File: src/rtl/core_pkg.sv
// rtl/core_pkg.sv - shared RV32I opcodes, interlock FSM encoding and small helpers
package core_pkg;

  localparam logic [6:0] OP_LOAD   = 7'b0000011;
  localparam logic [6:0] OP_STORE  = 7'b0100011;
  localparam logic [6:0] OP_BRANCH = 7'b1100011;
  localparam logic [6:0] OP_JAL    = 7'b1101111;
  localparam logic [6:0] OP_JALR   = 7'b1100111;
  localparam logic [6:0] OP_OP_IMM = 7'b0010011;
  localparam logic [6:0] OP_OP     = 7'b0110011;
  localparam logic [6:0] OP_LUI    = 7'b0110111;
  localparam logic [6:0] OP_AUIPC  = 7'b0010111;

  typedef enum logic [1:0] {
    ST_RUN      = 2'd0,
    ST_MEM_WAIT = 2'd1,
    ST_HALT     = 2'd2
  } hz_state_t;

  function automatic logic [7:0] sat_inc8(input logic [7:0] v);
    return (v == 8'hFF) ? v : v + 8'd1;
  endfunction

endpackage

File: src/rtl/load_scoreboard.sv
// rtl/load_scoreboard.sv - outstanding-load destination mask with WB-bypassed read ports
module load_scoreboard
  import core_pkg::*;
(
  input  logic        clk,
  input  logic        rst_n,
  input  logic        freeze,
  input  logic        set_en,
  input  logic [4:0]  set_idx,
  input  logic        clr_en,
  input  logic [4:0]  clr_idx,
  input  logic [4:0]  rs1,
  input  logic [4:0]  rs2,
  output logic        rs1_busy,
  output logic        rs2_busy,
  output logic [31:0] pending
);

  logic [31:0] pend_q;
  logic [31:0] clr_mask;
  logic [31:0] set_mask;
  logic [31:0] visible;

  // Readers see the mask after this cycle's WB clear; the new set is not visible
  // to its own producer, which also keeps the set path free of a loop through stall_id.
  always_comb begin
    clr_mask = '0;
    set_mask = '0;
    if (clr_en) clr_mask[clr_idx] = 1'b1;
    if (set_en) set_mask[set_idx] = 1'b1;
    visible = pend_q & ~clr_mask;
  end

  always_ff @(posedge clk or negedge rst_n) begin
    if (!rst_n) begin
      pend_q <= '0;
    end else if (!freeze) begin
      pend_q <= (visible | set_mask) & 32'hFFFF_FFFE;
    end
  end

  assign rs1_busy = visible[rs1];
  assign rs2_busy = visible[rs2];
  assign pending  = pend_q;

endmodule

File: src/rtl/hazard_ctrl.sv
// rtl/hazard_ctrl.sv - RV32I pipeline interlock: load-use stalls, branch flush, memory freeze, watchdog
module hazard_ctrl
  import core_pkg::*;
#(
  parameter int unsigned MAX_MEM_WAIT = 15
) (
  input  logic        clk,
  input  logic        rst_n,
  input  logic        id_valid,
  input  logic [4:0]  id_rs1,
  input  logic [4:0]  id_rs2,
  input  logic        id_uses_rs1,
  input  logic        id_uses_rs2,
  input  logic [4:0]  id_rd,
  input  logic        id_wr_reg_n,
  input  logic        id_is_load,
  input  logic        ex_branch_taken,
  input  logic        mem_req,
  input  logic        mem_ack,
  input  logic        wb_valid,
  input  logic [4:0]  wb_rd,
  output logic        stall_if,
  output logic        stall_id,
  output logic        stall_ex,
  output logic        stall_mem,
  output logic        bubble_ex,
  output logic        flush_id,
  output logic        halted,
  output logic [31:0] pending
);

  localparam logic [7:0] MAX_W = 8'(MAX_MEM_WAIT);

  hz_state_t  state, state_d;
  logic [7:0] wait_cnt, wait_d;
  logic       rs1_busy, rs2_busy;
  logic       raw, mem_block, in_halt, load_issue;

  assign in_halt    = (state == ST_HALT);
  assign mem_block  = mem_req & ~mem_ack;
  assign raw        = id_valid & ((id_uses_rs1 & rs1_busy) | (id_uses_rs2 & rs2_busy));
  assign load_issue = id_valid & id_is_load & ~id_wr_reg_n & ~stall_id & ~flush_id;

  load_scoreboard u_sb (
    .clk      (clk),
    .rst_n    (rst_n),
    .freeze   (in_halt),
    .set_en   (load_issue),
    .set_idx  (id_rd),
    .clr_en   (wb_valid),
    .clr_idx  (wb_rd),
    .rs1      (id_rs1),
    .rs2      (id_rs2),
    .rs1_busy (rs1_busy),
    .rs2_busy (rs2_busy),
    .pending  (pending)
  );

  always_ff @(posedge clk or negedge rst_n) begin
    if (!rst_n) begin
      state    <= ST_RUN;
      wait_cnt <= '0;
    end else begin
      state    <= state_d;
      wait_cnt <= wait_d;
    end
  end

  // wait_cnt counts consecutive un-acked cycles, including the RUN cycle that started the wait.
  always_comb begin
    state_d = state;
    wait_d  = wait_cnt;
    case (state)
      ST_RUN: begin
        if (mem_block) begin
          wait_d  = 8'd1;
          state_d = (MAX_W <= 8'd1) ? ST_HALT : ST_MEM_WAIT;
        end
      end
      ST_MEM_WAIT: begin
        if (!mem_req || mem_ack) begin
          state_d = ST_RUN;
          wait_d  = '0;
        end else begin
          wait_d = sat_inc8(wait_cnt);
          if (wait_d >= MAX_W) state_d = ST_HALT;
        end
      end
      ST_HALT: ;
      default: begin
        state_d = ST_RUN;
        wait_d  = '0;
      end
    endcase
  end

  // Outputs are forced low while reset is held, whatever the live inputs are.
  always_comb begin
    stall_if  = 1'b0;
    stall_id  = 1'b0;
    stall_ex  = 1'b0;
    stall_mem = 1'b0;
    bubble_ex = 1'b0;
    flush_id  = 1'b0;
    halted    = 1'b0;
    if (rst_n) begin
      if (in_halt || mem_block) begin
        halted    = in_halt;
        stall_if  = 1'b1;
        stall_id  = 1'b1;
        stall_ex  = 1'b1;
        stall_mem = 1'b1;
      end else if (ex_branch_taken) begin
        flush_id  = 1'b1;
        bubble_ex = 1'b1;
      end else if (raw) begin
        stall_if  = 1'b1;
        stall_id  = 1'b1;
        bubble_ex = 1'b1;
      end
    end
  end

endmodule

File: config.mk
export PLATFORM = sky130hd
export DESIGN_NAME = hazard_ctrl
export DESIGN_NICKNAME = d
export VERILOG_FILES = /design/src/rtl/core_pkg.sv /design/src/rtl/load_scoreboard.sv /design/src/rtl/hazard_ctrl.sv
export SDC_FILE = /design/constraint.sdc
export NUM_CORES = 1
export LEC_CHECK = 0
export ABC_AREA = 1
export BUFFER_PORTS_ARGS = -buffer_cell sky130_fd_sc_hd__buf_4
export CAP_MARGIN = 20
export CORE_MARGIN = 10
export CORE_UTILIZATION = 25
export CTS_BUF_LIST = sky130_fd_sc_hd__clkbuf_8
export DETAILED_ROUTE_END_ITERATION = 16
export PLACE_DENSITY_LB_ADDON = 0.1
export SYNTH_ARGS = -nofsm -noshare
export SYNTH_HDL_FRONTEND = slang
export SYNTH_SLANG_ARGS = --single-unit
File: constraint.sdc
create_clock -name clk -period 3 [get_ports clk]
set_clock_uncertainty 0.15 [all_clocks]
set_input_delay 0.45 -clock clk [delete_from_list [all_inputs] [get_ports clk]]
set_output_delay 0.45 -clock clk [all_outputs]
set_load 0.02 [all_outputs]
==> results of run 1 <==
kinds of logic (layout without fill, tap and decap cells):
family / count (synthesis) / after routing / synth area share (%)
XOR/XNOR: 1 / 1 / 0.271
other: 1 / 1 / 0.116
flip-flops: 41 / 41 / 31.7
AND/OR/NAND/NOR: 338 / 338 / 49.2
adder cells (fa/ha/maj): 1 / 1 / 0.387
buffers and inverters: 71 / 135 / 10.4
AO/OA/AOI/OAI: 50 / 50 / 7.93
worst min path at each step:
stage                       start                      end  slack (ns)  depth (start not counted)
after detailed placement    rst_n  wait_cnt[5]$_DFFE_PN0P_        0.20                          1
after floorplan             rst_n     state[0]$_DFFE_PN0P_       0.004                          0
after global placement      rst_n  wait_cnt[5]$_DFFE_PN0P_        0.20                          1
final                     mem_ack  wait_cnt[6]$_DFFE_PN0P_        0.29                          4
after CTS                 mem_ack  wait_cnt[6]$_DFFE_PN0P_        0.28                          4
after global routing      mem_ack  wait_cnt[6]$_DFFE_PN0P_        0.31                          4
where the power goes:
part	internal (mW)	total, mW	switching [mW]	leakage (nW)
Combinational	0.0694	0.210	0.141	1.28
Clock	0.335	0.578	0.243	0.0687
Sequential	0.552	0.552	0	0.563
Total	0.957	1.34	0.383	1.92
layer usage:
| layer | part of all wire, % | track usage, % |
|---|---|---|
| met1 | 48 | 21.0 |
| met2 | 43 | 22.2 |
| met3 | 7.7 | 3.72 |
| met4 | 0.97 | 3.93 |
| met5 | 0 | 0 |
through the flow:
| step | area (sq um) | utilization [%] | total power, mW | cells |
|---|---|---|---|---|
| global placement | 3910 | 30.8 | 0.770 | 730 |
| detailed placement | 3910 | 30.8 | 0.769 | 730 |
| global route | 4060 | 32.1 | 1.40 | 739 |
| CTS | 4060 | 32.0 | 1.36 | 739 |
| finish | 4060 | 32.1 | 1.34 | 739 |
| floorplan | 3230 | - | 0.671 | 503 |
cell usage after synthesis (all sizes together):
| library cell | instances | area share (%) |
|---|---|---|
| a21oi | 9 | 1.4 |
| buf | 17 | 3.8 |
| clkbuf | 6 | 1.0 |
| conb | 1 | 0.12 |
| dfrtp | 41 | 32 |
| ha | 1 | 0.39 |
| inv | 48 | 5.6 |
| nand2 | 99 | 12 |
| nand3 | 140 | 22 |
| nand4 | 32 | 6.2 |
| nor2 | 60 | 7.6 |
| nor3 | 5 | 0.77 |
| o21ai | 37 | 5.7 |
| o21bai | 1 | 0.23 |
| o22ai | 3 | 0.58 |
| or2 | 2 | 0.39 |
| xor2 | 1 | 0.27 |
final cells by class:
class	count	area share, %
Multi-Input combinational cell	391	46.3
Timing Repair Buffer	79	15.3
Clock inverter	3	1.69
Sequential cell	41	25.3
Inverter	48	4.44
Tap cell	172	5.30
Clock buffer	5	1.69
sequential cells by signal, summed over array words and instances (netlist names):
name / cells
state: 2
wait_cnt: 8
u_sb.pending: 31
what timing repair did:
action                                  4_1_cts  5_1_grt
gates resized for setup                       0        2
hold buffers                                  1        0
endpoints found under the setup margin        0        3
endpoints found under the hold margin        17        0
critical path, cell delays in order:
cell,delay [ns]
buf_4,0.12
inv_1,0.12
nand2_1,0.08
nor2_2,0.24
nand2_1,0.14
nand3_1,0.11
nand3_1,0.08
nand3_1,0.10
nand3_1,0.07
nand3_1,0.09
nand2_1,0.05
nand2_1,0.07
nand2_2,0.11
a21oi_1,0.15
nor3_1,0.06
buf_4,0.16
==> metrics.txt, run 1 <==
status=finished, final reports clean; Total Neg Setup Slack=0 ns; Area Growth Syn to Fin=25.6%; R2R Path Start=wait_cnt[1]$_DFFE_PN0P_; # Max-Cap Violations=0; #FFs+latches synth=41; Worst setup SP type=input port; Mapped Nets=535; # fillers=1427; Worst R2R End=state[0]$_DFFE_PN0P_; PD cells=330 nW/um^2; DP Worst Slack=0.155 ns; gr usage total=15.0%; layout cell share with drive strength beyond 1=19.0%; dpl hpwl=10300 microns; Worst IR Drop VDD=0.195 mV; Final Hold Viols=0; Leakage=1.92 nW; RSZ-0062 raised after global routing=no; max-slew violations=0; Final Wtd Congestion=0.870; hold slack=0.287 ns; Max Fclk=358 MHz; reg2reg setup slack=0.82 ns; clock buffers created by TritonCTS=5; die area=17900 sq um; Pre-antenna DRT Iters=5; initial core utilization=25.5%; Ys Warns=0; die width=134 microns; DRT antenna net count=0; final period utilization=93.0%; PortBufs=68; commonest non-fill, non-tap cell in the layout=nand3_1; grt total ovfl=0; mean area per synthesized cell=6.43 sq um; share of the yosys chip area belonging to registers=31.7%; drt wl/cell=18.2 microns; most frequent cells in the layout=nand3_1 (138), nand2_1 (92), buf_4 (76); largest net degree at the start of global routing=32; Crit. End Element=output port; Rows=41; postcts setup bufs=0; clk_lat worst skew=0.33 ns; CTS H-tree depth=2; CP Max Fanout=5; core region area=12700 sq um; Hold Crit Class=input port to register; number of remaining DRC errors=0; Root Buffer=clkbuf_8; antenna violations before repair=0; PnR worst setup slack=0.209 ns; Die H=134 microns; vias in the first global route=3833; Worst Setup EP=bubble_ex; net count reported at finish=598; Clock Sink Count=41; Tmin final=2.79 ns; CTS tree=built; DR iter-0 viols=337; final setup vio count=0; Via Count=3791; Max clock buf depth=2; Vias/cell=5.13; Ant. Diodes=0; Register Area=1030 sq um; Syn Inst Count=503; Multi-input gate area=1880 sq um; CTS clk-pin slew, worst paths=0.10 ns; CP arrival=2.19 ns; Total Wirelength=13400 microns; first-pass GRT wire length=21400 microns; worst reg2reg path depth=11; Cell Area, Synth=3230 sq um; Ports=70; critical setup path kind=input port to output port; Crit. Startpoint=wb_rd[4]; Netlist cell types=26; required time of the critical path=2.40 ns
No activity file was read; power rests on OpenSTA's default activity.
==> inputs of run 2 (changes only) <==
CORE_ASPECT_RATIO = 0.6   (was default)
==> run 2 against run 1 <==
Via count fell by 1.0%. First-iteration DRC count increased by 12%. Count of clock-buffer cells in the layout is 1 higher. Sequential power hardly changed. Clock power decreased by 14%. Routed wire length is 8.4% higher. Global-route usage increased by 0.74 points. Cell area rose by 0.65%. Maximum frequency rose by 0.23%. Worst setup slack gained 0.0065 ns. Combinational power increased by 4%. Critical endpoint is now stall_id. Highest routed layer unchanged.
==> metrics.txt, run 2 (same netlist as run 1, synthesis figures left out) <==
Area Growth Syn to Fin=26.4% (was 25.6%); master of the slowest instance on the critical path=nor2_1 (was nor2_2); Clock Sink Count=41 (unchanged); Final Hold Viols=0 (unchanged); worst path buffer plus inverter count=3 (unchanged); vias in the first global route=3695 (was 3833); hold path cells=4 (unchanged); CTS H-tree depth=2 (unchanged); reg2reg setup slack=0.66 ns (was 0.82 ns); antenna violations before repair=0 (unchanged); Total Wirelength=14500 microns (was 13400 microns); Rows=32 (was 41); dpl hpwl=11300 microns (was 10300 microns); CP Max Fanout=5 (unchanged); layout cell share with drive strength beyond 1=20.5% (was 19.0%); hold_sp=mem_ack (unchanged); final period utilization=92.8% (was 93.0%); status=finished, final reports clean (unchanged); Worst path top cell family by delay=simple AND/OR/NAND/NOR gates (unchanged); CTS tree=built (unchanged); Tmin final=2.78 ns (was 2.79 ns); Total Neg Setup Slack=0 ns (unchanged); Max Fclk=359 MHz (was 358 MHz); R2R Path Start=wait_cnt[1]$_DFFE_PN0P_ (unchanged); first-pass GRT wire length=22100 microns (was 21400 microns); Die H=108 microns (was 134 microns); gr usage total=15.7% (was 15.0%); DRT antenna net count=0 (unchanged); final setup vio count=0 (unchanged); Pre-antenna DRT Iters=5 (unchanged); Vias/cell=5.06 (was 5.13); Worst IR Drop VDD=0.130 mV (was 0.195 mV); RSZ-0062 raised after global routing=no (unchanged); Max clock buf depth=2 (unchanged); initial core utilization=25.4% (was 25.5%); worst reg2reg path depth=11 (unchanged); Via Count=3752 (was 3791); PD cells=311 nW/um^2 (was 330 nW/um^2); CP arrival=2.18 ns (was 2.19 ns); max-slew violations=0 (unchanged); core region area=12700 sq um (about the same); max reg flops=31 (unchanged); clk_lat worst skew=0.31 ns (was 0.33 ns); DR iter-0 viols=376 (was 337); CP most frequent cell=nand2_1 (was nand3_1); Worst R2R End=state[1]$_DFFE_PN0P_ (was state[0]$_DFFE_PN0P_); drt wl/cell=19.6 microns (was 18.2 microns); Root Buffer=clkbuf_8 (unchanged); Final Wtd Congestion=0.891 (was 0.870); # fillers=1469 (was 1427); largest net degree at the start of global routing=35 (was 32); die width=167 microns (was 134 microns); WHS Endpoint=wait_cnt[6]$_DFFE_PN0P_ (unchanged); Ports=70 (unchanged); commonest non-fill, non-tap cell in the layout=nand3_1 (unchanged); Ant. Diodes=0 (unchanged); grt total ovfl=0 (unchanged); Post-DP Area=3930 sq um (was 3910 sq um); # Max-Cap Violations=0 (unchanged); die area=18000 sq um (was 17900 sq um); Crit. End Element=output port (unchanged); Worst setup SP type=input port (unchanged); net count reported at finish=603 (was 598); clock buffers created by TritonCTS=5 (unchanged); critical setup path kind=input port to output port (unchanged); CTS clk-pin slew, worst paths=0.08 ns (was 0.10 ns); Leakage=1.93 nW (was 1.92 nW); hold slack=0.313 ns (was 0.287 ns); critical-path cell list=buf_4, inv_1, nand2_1, nor2_1, nand2_1, nand3_1, a21oi_1, nand2_1, nand3_1, nand3_1, nand2_1, nand2_1, nand2_4, nand3_4, nand2_2, buf_4 (was buf_4, inv_1, nand2_1, nor2_2, nand2_1, nand3_1, nand3_1, nand3_1, nand3_1, nand3_1, nand2_1, nand2_1, nand2_2, a21oi_1, nor3_1, buf_4); final std cell area, no fill=4090 sq um (was 4060 sq um); Hold Crit Class=input port to register (unchanged); PortBufs=68 (unchanged); required time of the critical path=2.40 ns (about the same); number of remaining DRC errors=0 (unchanged); most frequent cells in the layout=nand3_1 (137), nand2_1 (91), buf_4 (82) (was nand3_1 (138), nand2_1 (92), buf_4 (76)); CP peak stage delay=0.22 ns (was 0.24 ns)
==> run 2: final cells by class <==
| class | instances | area, sq um | share of cell area, % |
|---|---|---|---|
| clock inverters | 2 | 37.5 | 0.918 |
| repair buffers | 84 | 646 | 15.8 |
| flip-flops and latches | 41 | 1030 | 25.1 |
| clock buffers | 6 | 82.6 | 2.02 |
| multi-input cells | 391 | 1900 | 46.6 |
| inverters | 48 | 180 | 4.41 |
| well taps | 170 | 213 | 5.20 |
==> run 2: metrics by stage <==
step	std cells	utilization [%]	worst slack (ns)	power (mW)
finish	742	32.1	0.215	1.27
global route	742	32.1	0.0148	1.32
CTS	742	31.9	0.101	1.28
detailed placement	733	30.9	0.113	0.775
global placement	733	30.9	0.101	0.774
floorplan	503	-	0.368	0.671
==> run 2: worst max-delay path by stage <==
stage | from | end | slack [ns] | cells after the start
after floorplan | wb_rd[2] | stall_if | 0.37 | 15
after global placement | wb_rd[0] | stall_if | 0.10 | 16
after detailed placement | wb_rd[0] | stall_id | 0.11 | 16
after CTS | wb_rd[0] | stall_id | 0.10 | 16
after global routing | wb_rd[4] | bubble_ex | 0.01 | 17
final | wb_rd[3] | stall_id | 0.22 | 16
==> run 2: layer usage <==
metal	up-vias	track usage (%)	wire, microns
met5	-	0	0
met4	0	3.06	96
met3	7	5.11	1470
met2	151	20.3	5330
met1	1745	24.1	7650
li1	1849	-	-
==> run 2: worst register-to-register path, stage by stage, from the launching register on <==
cell and delay [ns]:
dfrtp_1 0.41, ha_1 0.21, nand3_1 0.15, nor2_1 0.24
nand2_1 0.10, nor2_1 0.28, inv_1 0.08, nand3_1 0.07
o21ai_0 0.11, nor2_1 0.13, a21oi_1 0.12, o21ai_0 0.20
==> run 2: repair_timing <==
item                                   in CTS  in global routing
resized for setup                           0                  8
hold buffers                                1                  0
buffers inserted                            0                  0
setup endpoints to repair                   0                  3
endpoints found under the hold margin       7                  0
==> run 2: power by group <==
part | internal [mW] | switching (mW) | total [mW]
combinational | 0.0716 | 0.147 | 0.219
sequential | 0.552 | 0 | 0.552
clock | 0.271 | 0.228 | 0.499
==> inputs of run 3 (changes only) <==
ABC_AREA = 0   (was 1)
==> run 3 against run 2 <==
The run now ends with negative setup slack left. Sequential cell count is the same. Sequential power up 28%. Maximum frequency fell by 10%. Critical path depth fell by 7. Die area increased by 15%. Combinational power increased to 4.3 times the previous value. Register-to-register slack lost 0.47 ns. Critical endpoint is now stall_if. Largest cell class unchanged. Largest power group is now combinational logic.
==> metrics.txt, run 3 <==
status=complete, but fails checks (was finished, final reports clean); failing checks=negative setup slack; final setup vio count=3 (was 0); CP Max Fanout=7 (was 5); CTS clk-pin slew, worst paths=0.09 ns (was 0.08 ns); combinational share of power=45.3% (was 17.2%); clock power share=20.4% (was 39.3%); Worst R2R End=u_sb.pending[23]$_DFFE_PN0N_ (was state[1]$_DFFE_PN0P_); # Max-Cap Violations=0 (unchanged); Ant. Diodes=0 (unchanged); drt wl/cell=22.7 microns (was 19.6 microns); CTS H-tree depth=2 (unchanged); Syn Inst Count=433 (was 503); max-slew violations=0 (unchanged); PD cells=395 nW/um^2 (was 311 nW/um^2); Ports=70 (unchanged); core region area=14700 sq um (was 12700 sq um); Worst IR Drop VDD=0.209 mV (was 0.130 mV); main flop type after synthesis=dfrtp_1 (unchanged); switching power=851 uW (was 375 uW); Slew HR=46.8%; first-pass GRT wire length=25900 microns (was 22100 microns); PortBufs=68 (unchanged); Cell Area, Synth=3800 sq um (was 3230 sq um); critical setup path kind=input port to output port (unchanged); clk_lat worst skew=0.31 ns (about the same); Crit. Startpoint=wb_rd[4] (was wb_rd[3]); layout cell share with drive strength beyond 1=39.8% (was 20.5%); Clock Sink Count=41 (unchanged); number of remaining DRC errors=0 (unchanged); Yosys top cell by area=dfrtp_1 (unchanged); clock buffers created by TritonCTS=5 (unchanged); Ys Warns=0 (unchanged); Rows=34 (was 32); Switching Fraction=41.4% (was 29.5%); Final Util=35.5% (was 32.1%); Post-synth top cells=o21ai_0 (51), dfrtp_1 (41), nand2_1 (38) (was nand3_1 (138), nand2_1 (92), nor2_1 (56)); Netlist cell types=73 (was 26); grt total ovfl=0 (unchanged); die area=20700 sq um (was 18000 sq um); Max clock buf depth=2 (unchanged); #FFs+latches synth=41 (unchanged); worst reg2reg path depth=8 (was 11); most frequent cells in the layout=buf_4 (134), o21ai_0 (49), dfrtp_1 (41) (was nand3_1 (137), nand2_1 (91), buf_4 (82)); reg2reg setup slack=0.19 ns (was 0.66 ns); Synth top area share=27.0% (was 31.7%); PnR worst setup slack=-0.0973 ns (was 0.215 ns); Total Neg Setup Slack=-0.258 ns (was 0 ns); CTS hold repair buffers=0 (was 1); largest net degree at the start of global routing=45 (was 35); CP arrival=2.50 ns (was 2.18 ns); die width=179 microns (was 167 microns); Mapped Nets=465 (was 535); leading post-synthesis cells by cell area=dfrtp_1 (27%), o31ai_2 (7.9%), o21ai_0 (6.7%) (was dfrtp_1 (32%), nand3_1 (21%), nand2_1 (11%)); mean area per synthesized cell=8.78 sq um (was 6.43 sq um); Leakage=2.16 nW (was 1.93 nW); Die H=116 microns (was 108 microns); Pre-antenna DRT Iters=5 (unchanged); Final Wtd Congestion=0.968 (was 0.891); Worst setup SP type=input port (unchanged); net count reported at finish=582 (was 603); Hold Crit Class=input port to asynchronous set/reset pin (was input port to register); Total Wirelength=17000 microns (was 14500 microns); Tmin final=3.10 ns (was 2.78 ns); CTS tree=built (unchanged); Internal=1.20 mW (was 895 uW); Post-synth EDFFs=0 (unchanged); vias in the first global route=4077 (was 3695); RSZ-0062 raised after global routing=yes (was no); Worst Setup EP=stall_if (was stall_id); Least-Margin Pin Slew=0.796 ns; DRT antenna net count=0 (unchanged); commonest non-fill, non-tap cell in the layout=buf_4 (was nand3_1); Root Buffer=clkbuf_8 (unchanged); initial core utilization=25.9% (was 25.4%); max reg flops=31 (unchanged); Area Growth Syn to Fin=36.9% (was 26.4%); DR iter-0 viols=446 (was 376); antenna violations before repair=0 (unchanged); Vias/cell=5.44 (was 5.06); final period utilization=103% (was 92.8%); Via Count=4072 (was 3752); gr usage total=16.4% (was 15.7%); Crit. End Element=output port (unchanged); Max Fclk=323 MHz (was 359 MHz); required time of the critical path=2.40 ns (about the same); Final Hold Viols=0 (unchanged); Seq pwr share=34.3% (was 43.5%); ys async rst share=100% (unchanged); # fillers=1569 (was 1469); share of the yosys chip area belonging to registers=27.0% (was 31.7%); cell with the most instances after synthesis=o21ai_0 (was nand3_1); R2R Path Start=u_sb.pending[6]$_DFFE_PN0N_ (was wait_cnt[1]$_DFFE_PN0P_); dpl hpwl=13600 microns (was 11300 microns)
## run 3: changes by cell type after synthesis, sizes merged, moves of 27 or more
cell	previous run	this run
nand3	140	10
nand2	99	39
inv	48	6
nor2	60	28
nand4	32	3
o31ai	0	27
## run 3: what timing repair did
| action | in CTS | in global routing |
|---|---|---|
| setup buffers | 2 | 1 |
| resized for setup | 17 | 17 |
| pin swaps | 11 | 7 |
| setup endpoints to repair | 34 | 3 |
| gates cloned | 0 | 0 |
## run 3: worst min-delay path by stage
stage	cells after the start	end	slack, ns	start
6_report	2	u_sb.pending[5]$_DFFE_PN0N_	0.11	rst_n
3_3_place_gp	2	wait_cnt[4]$_DFFE_PN0P_	0.40	wait_cnt[4]$_DFFE_PN0P_
3_5_place_dp	2	wait_cnt[1]$_DFFE_PN0P_	0.43	wait_cnt[1]$_DFFE_PN0P_
5_1_grt	2	u_sb.pending[5]$_DFFE_PN0N_	0.15	rst_n
2_1_floorplan	0	state[0]$_DFFE_PN0P_	0.004	rst_n
4_1_cts	2	u_sb.pending[5]$_DFFE_PN0N_	0.14	rst_n
## run 3: area by class of cell
cell class	count	area, sq um	share of cell area, %
Sequential cell	41	1030	19.7
Clock buffer	6	82.6	1.59
Multi-Input combinational cell	351	2650	50.9
Timing Repair Buffer	145	1170	22.5
Tap cell	198	248	4.76
Clock inverter	1	7.51	0.144
Inverter	6	22.5	0.433
## run 3: cells by family after synthesis
kind of cell    synth area share [%]
xor+xnor                        1.35
other cells                   0.0986
compound gates                  30.3
buf+inv                         7.17
simple gates                    28.5
flops                           27.0
fa+ha+maj                      0.329
mux                             5.26
## run 3: metal layers
layer / global-route usage (%) / wire [microns] / vias up
met5: 0 / 0 / -
met4: 2.56 / 165 / 0
met3: 4.03 / 1290 / 12
met2: 22.3 / 6650 / 170
met1: 25.5 / 8890 / 1994
li1: - / - / 1896
## run 3: stage by stage
| step | cells | setup slack [ns] | hold WS (ns) | total power, mW | cell area, sq um |
|---|---|---|---|---|---|
| 4_1_cts | 747 | -0.124 | 0.142 | 2.04 | 5090 |
| 5_1_grt | 748 | -0.159 | 0.150 | 2.18 | 5200 |
| 3_5_place_dp | 738 | -0.369 | 0.432 | 1.60 | 4900 |
| 2_1_floorplan | 433 | 0.0196 | 0.00441 | 1.19 | 3800 |
| 6_report | 748 | -0.0973 | 0.105 | 2.05 | 5200 |
| 3_3_place_gp | 738 | -0.408 | 0.403 | 1.61 | 4900 |
## run 3: power by group through the flow
stage                     Sequential, mW  Combinational (mW)  Clock (mW)
after CTS                          0.705               0.911       0.425
after floorplan                    0.754               0.434           0
final                              0.705               0.931       0.418
after global placement             0.716               0.891           0
after global routing               0.716                1.01       0.450
after detailed placement           0.715               0.889           0
## run 3: worst max-delay path, cell delays in order
cell and delay (ns):
buf_8 0.11, nand4bb_2 0.38, buf_4 0.22, o311ai_0 0.58, a32oi_4 0.11, nand3_4 0.16, o31ai_4 0.08, or2_4 0.27
buf_6 0.13
